File: src/rtl/uart_pkg.sv
// Shared types and constants for the UART receive path.
package uart_pkg;

    typedef enum logic [2:0] {
        IDLE,
        START,
        DATA,
        STOP,
        BREAK
    } uart_rx_state_t;

    localparam logic UART_IDLE_LVL = 1'b1;

    // Width of a counter that must hold values 0..n-1.
    function automatic int unsigned clog2_cnt(input int unsigned n);
        return (n <= 2) ? 1 : $clog2(n);
    endfunction

endpackage

File: src/rtl/uart_rx_sync.sv
// Two-flop synchroniser for the asynchronous serial line; resets to the idle level.
module uart_rx_sync
    import uart_pkg::*;
(
    input  logic clk,
    input  logic rst,
    input  logic d_i,
    output logic q_o
);

    logic meta_q;

    always_ff @(posedge clk) begin
        if (rst) begin
            meta_q <= UART_IDLE_LVL;
            q_o    <= UART_IDLE_LVL;
        end else begin
            meta_q <= d_i;
            q_o    <= meta_q;
        end
    end

endmodule

File: src/rtl/uart_rx_core.sv
// UART receive framer: start detection, mid-bit sampling, LSB-first word assembly.
module uart_rx_core
    import uart_pkg::*;
#(
    parameter int unsigned CLKS_PER_BIT = 434,
    parameter int unsigned DATA_BITS    = 8
) (
    input  logic                 clk,
    input  logic                 rst,
    input  logic                 rx_i,
    output logic [DATA_BITS-1:0] data_o,
    output logic                 valid_o,
    output logic                 frame_err_o,
    output logic [2:0]           bit_idx_o,
    output logic                 busy_o
);

    localparam int unsigned     CNT_W    = clog2_cnt(CLKS_PER_BIT);
    localparam logic [CNT_W-1:0] CNT_MAX  = CNT_W'(CLKS_PER_BIT - 1);
    localparam logic [CNT_W-1:0] CNT_HALF = CNT_W'((CLKS_PER_BIT - 1) / 2);
    localparam logic [2:0]       LAST_IDX = 3'(DATA_BITS - 1);

    uart_rx_state_t       state;
    logic [CNT_W-1:0]     clk_cnt;
    logic [DATA_BITS-1:0] shift_r;
    logic                 rx_s;

    uart_rx_sync u_sync (
        .clk (clk),
        .rst (rst),
        .d_i (rx_i),
        .q_o (rx_s)
    );

    assign busy_o = (state != IDLE);

    always_ff @(posedge clk) begin
        if (rst) begin
            state       <= IDLE;
            clk_cnt     <= '0;
            shift_r     <= '0;
            data_o      <= '0;
            valid_o     <= 1'b0;
            frame_err_o <= 1'b0;
            bit_idx_o   <= '0;
        end else begin
            valid_o     <= 1'b0;
            frame_err_o <= 1'b0;
            clk_cnt     <= clk_cnt + CNT_W'(1);
            unique case (state)
                IDLE: begin
                    clk_cnt <= '0;
                    if (rx_s != UART_IDLE_LVL) state <= START;
                end
                START: begin
                    // Re-check at mid start bit so short glitches are rejected.
                    if (clk_cnt == CNT_HALF) begin
                        clk_cnt <= '0;
                        state   <= (rx_s == UART_IDLE_LVL) ? IDLE : DATA;
                    end
                end
                DATA: begin
                    if (clk_cnt == CNT_MAX) begin
                        clk_cnt <= '0;
                        shift_r <= {rx_s, shift_r[DATA_BITS-1:1]};
                        if (bit_idx_o == LAST_IDX) begin
                            bit_idx_o <= '0;
                            state     <= STOP;
                        end else begin
                            bit_idx_o <= bit_idx_o + 3'd1;
                        end
                    end
                end
                STOP: begin
                    if (clk_cnt == CNT_MAX) begin
                        clk_cnt <= '0;
                        if (rx_s == UART_IDLE_LVL) begin
                            data_o  <= shift_r;
                            valid_o <= 1'b1;
                            state   <= IDLE;
                        end else begin
                            frame_err_o <= 1'b1;
                            state       <= BREAK;
                        end
                    end
                end
                BREAK: begin
                    // Hold here until the line returns idle so a stuck-low line cannot retrigger.
                    clk_cnt <= '0;
                    if (rx_s == UART_IDLE_LVL) state <= IDLE;
                end
                default: begin
                    clk_cnt <= '0;
                    state   <= IDLE;
                end
            endcase
        end
    end

endmodule

File: config.mk
export PLATFORM = sky130hd
export DESIGN_NAME = uart_rx_core
export DESIGN_NICKNAME = d
export VERILOG_FILES = /design/src/rtl/uart_pkg.sv /design/src/rtl/uart_rx_sync.sv /design/src/rtl/uart_rx_core.sv
export SDC_FILE = /design/constraint.sdc
export NUM_CORES = 1
export LEC_CHECK = 0
export ABC_AREA = 1
export CORE_MARGIN = 5
export CORE_UTILIZATION = 50
export CTS_CLUSTER_SIZE = 25
export DETAILED_ROUTE_END_ITERATION = 6
export GPL_TIMING_DRIVEN = 0
export PLACE_DENSITY_LB_ADDON = 0.2
export SLEW_MARGIN = 30
export SYNTH_ARGS = -nofsm -noshare
export SYNTH_HDL_FRONTEND = slang
export SYNTH_SLANG_ARGS = --single-unit
export TNS_END_PERCENT = 5
File: constraint.sdc
create_clock -name clk -period 1.6 [get_ports clk]
set_clock_uncertainty 0.2 [all_clocks]
set_input_delay 0.16 -clock clk [delete_from_list [all_inputs] [get_ports clk]]
set_output_delay 0.16 -clock clk [all_outputs]
set_load 0.02 [all_outputs]
==> metrics.txt <==
Core Area=3100 µm²; Pwr Density=1080 nW/µm²; ANT nets after route=0; # DRC=0; Fmax=0.609 GHz; min-delay worst type=in -> reg; Starting Density=0.527; Layout Utilization=0.652; flops & latches, synth=35; Final #Nets=226; fillers=289; total number of yosys warnings=0; maxcap violations=0; Power Total=2.19 mW; GPL Wtd Cong=0.946; Clock Tree Buf Depth=2; status=complete, but fails checks; Die Width=67.2 µm; final hold violations=0; Worst setup EP type=flip-flop; TritonCTS clock tree=done; pin count of the biggest net entering global routing=12; Detailed Route WL=3270 µm; Final period util=1.03; P_leak=0.878 nW; fin area=2020 µm²; Hold Buf Count CTS=0; n_diodes=0; antenna violations before repair=0; Synth Instances=193; Clock Latency Late Sink=340 ps; GR Overflow Total=0; Area contributors post-synth=dfxtp_1 43%, a21oi_2 5.4%, nand2_1 5.3%; Num CTS Buffers=5; clock sink count=35; die area=4510 µm²; per-cell routed wire length=12.4 µm; DR vias/cell=4.90; Worst EP arrival=1730 ps; syn nets=201; global-route wire length before repair=5310 µm; number of global-route vias before repair=1211; share of the synthesized area in the top cell type=0.429; Final Max Tran Viols=0; Buf/Inv on CP=2; Worst path max stage delay=350 ps; Synth Cell Area=1630 µm²; H-tree depth=2; largest area contributor in the netlist=dfxtp_1; Critical Path RT=1680 ps; HPWL after DPL=2250 µm; placed cell count=253; Worst-path clk slew=110 ps; CP delay by family, top=simple AND/OR/NAND/NOR gates; failing checks=setup timing; post-layout min period=1640 ps; Placed Area=1850 µm²; share of cells above drive strength 1=0.342; final setup vio count=5; row cnt=20; worst slew pin tran=605 ps; Setup WS pre-CTS=-226 ps; Slowest-stage cell, CP=dfxtp_2; GRT Total Usage=0.158; drt first-iter violations=48; RSZ-0062 raised after global routing=yes; vias post-DR=1288; crit path max fanout=8; most frequent CP cell=nand2_4; layout overhead on the synthesized area=23.9%; Synth Area per Inst=8.47 µm²; num ports=17; Setup CP Type=reg -> reg; Synth cell types=31; Cell Chain, Critical Path=inv_4 > ha_4 > nand2_4 > nor2_4 > nand2_4 > nor2_8 > buf_8 > o21ai_4 > a21oi_2; Post-Layout Cell Count=263; Reg2Reg Setup Slack=-40 ps; port bufs=16; CP Launch Type=flip-flop; fraction of the yosys area taken by sequential cells=0.429; final worst slack=-41.2 ps; DRT Pass-1 Iters=4; relative slew slack=0.597; root buffer cell=clkbuf_4; worst vdd ir=0.000587 V; Die Ht=67.2 µm
==> cells in the final DEF, fill, tap and decap left out, types with 2 or more instances in the layout <==
| master | synthesis | routed |
|---|---|---|
| a21oi_1 | 11 | 9 |
| a21oi_2 | 10 | 12 |
| buf_4 | 1 | 2 |
| buf_6 | 2 | 2 |
| clkbuf_4 | 0 | 5 |
| clkdlybuf4s50_1 | 0 | 2 |
| dfxtp_1 | 35 | 30 |
| dfxtp_2 | 0 | 4 |
| dlygate4sd2_1 | 0 | 14 |
| ha_1 | 5 | 4 |
| inv_1 | 20 | 19 |
| inv_2 | 5 | 5 |
| nand2_1 | 23 | 18 |
| nand2_2 | 5 | 8 |
| nand2_4 | 3 | 5 |
| nand3_1 | 6 | 6 |
| nor2_1 | 17 | 14 |
| nor2_2 | 3 | 6 |
| nor2_4 | 4 | 4 |
| nor3_1 | 7 | 6 |
| nor3_2 | 3 | 4 |
| o21ai_0 | 5 | 5 |
| o21ai_1 | 9 | 9 |
| o21ai_2 | 4 | 3 |
| or2_2 | 3 | 3 |
| xor2_1 | 3 | 3 |
==> cell families after synthesis <==
group | count (synthesis) | share of synthesized area
fa+ha+maj | 5 | 0.0383
flops | 35 | 0.429
compound gates | 41 | 0.160
xor+xnor | 4 | 0.0214
simple gates | 77 | 0.261
buf+inv | 31 | 0.0903
==> synth_stat cells <==
cell type and n:
xnor2_1 1, o21a_1 1, ha_1 5, or2_2 3, o21ai_0 5, o21ai_2 4, nor3_2 3, nor2_8 1
clkbuf_2 1, o21ai_1 9, a21oi_1 11, nor2_1 17, a31oi_1 1, buf_8 1, nand2_4 3, buf_4 1
inv_2 5, nor2_2 3, inv_1 20, clkbuf_1 1, nand4_1 1, buf_6 2, nand3_1 6, nand2_2 5
xor2_1 3, dfxtp_1 35, nor2_4 4, a21oi_2 10, nand2_1 23, nor3_1 7, and3_2 1
==> state kept, by name, indices dropped and copies added (netlist names) <==
register / cells
clk_cnt: 9
frame_err_o: 1
state: 3
data_o: 8
u_sync.meta_q: 1
shift_r: 8
u_sync.q_o: 1
bit_idx_o: 3
valid_o: 1
==> timing repair <==
item,in CTS,in global routing
endpoints found under the setup margin,43,32
gates cloned,0,1
buffers inserted,0,1
resized for setup,22,16
endpoints found under the hold margin,0,0
pin swaps,2,6
==> worst register-to-register path, delay by kind of cell (launching register included) <==
family	cells	cell delay [ps]
simple gates	4	490
compound gates	2	180
buf+inv	2	220
fa+ha+maj	1	140
flops	1	350
==> layout make-up <==
class	count	area, µm²	area share
plain buffers	6	53.8	0.0266
well taps	44	55.1	0.0272
clock buffers	6	51.3	0.0253
inverters	25	96.3	0.0476
flip-flops and latches	35	709	0.350
repair buffers	18	175	0.0865
clock inverters	2	35.0	0.0173
multi-input cells	127	848	0.419
==> where the power goes <==
| group | switching (mW) | leakage [nW] | internal, mW | total (mW) |
|---|---|---|---|---|
| Clock | 0.302 | 0.0482 | 0.369 | 0.671 |
| Sequential | 0.0537 | 0.286 | 0.914 | 0.968 |
| Combinational | 0.359 | 0.544 | 0.188 | 0.546 |
==> final timing paths <==
kind	startpoint	to	cells after the start
max reg2reg	clk_cnt[1]	data_o[7]	9
max	clk_cnt[1]	data_o[7]	9
min	rx_i	u_sync.meta_q	2
min reg2reg	u_sync.meta_q	u_sync.q_o	1
==> layer usage <==
metal / up-vias / part of all wire / GRT usage
met1: 586 / 0.46 / 0.205
li1: 668 / - / -
met5: - / 0 / 0
met2: 28 / 0.47 / 0.236
met3: 6 / 0.053 / 0.0616
met4: 0 / 0.015 / 0.0608
==> per-stage QoR <==
stage               hold slack (ps)  setup TNS [ps]
floorplan                      32.4               0
global placement                202           -1870
detailed placement              205           -2210
CTS                             168           -86.0
global route                    177           -1670
finish                          181           -95.7
Note: power is estimated with default switching activity, not from simulation.
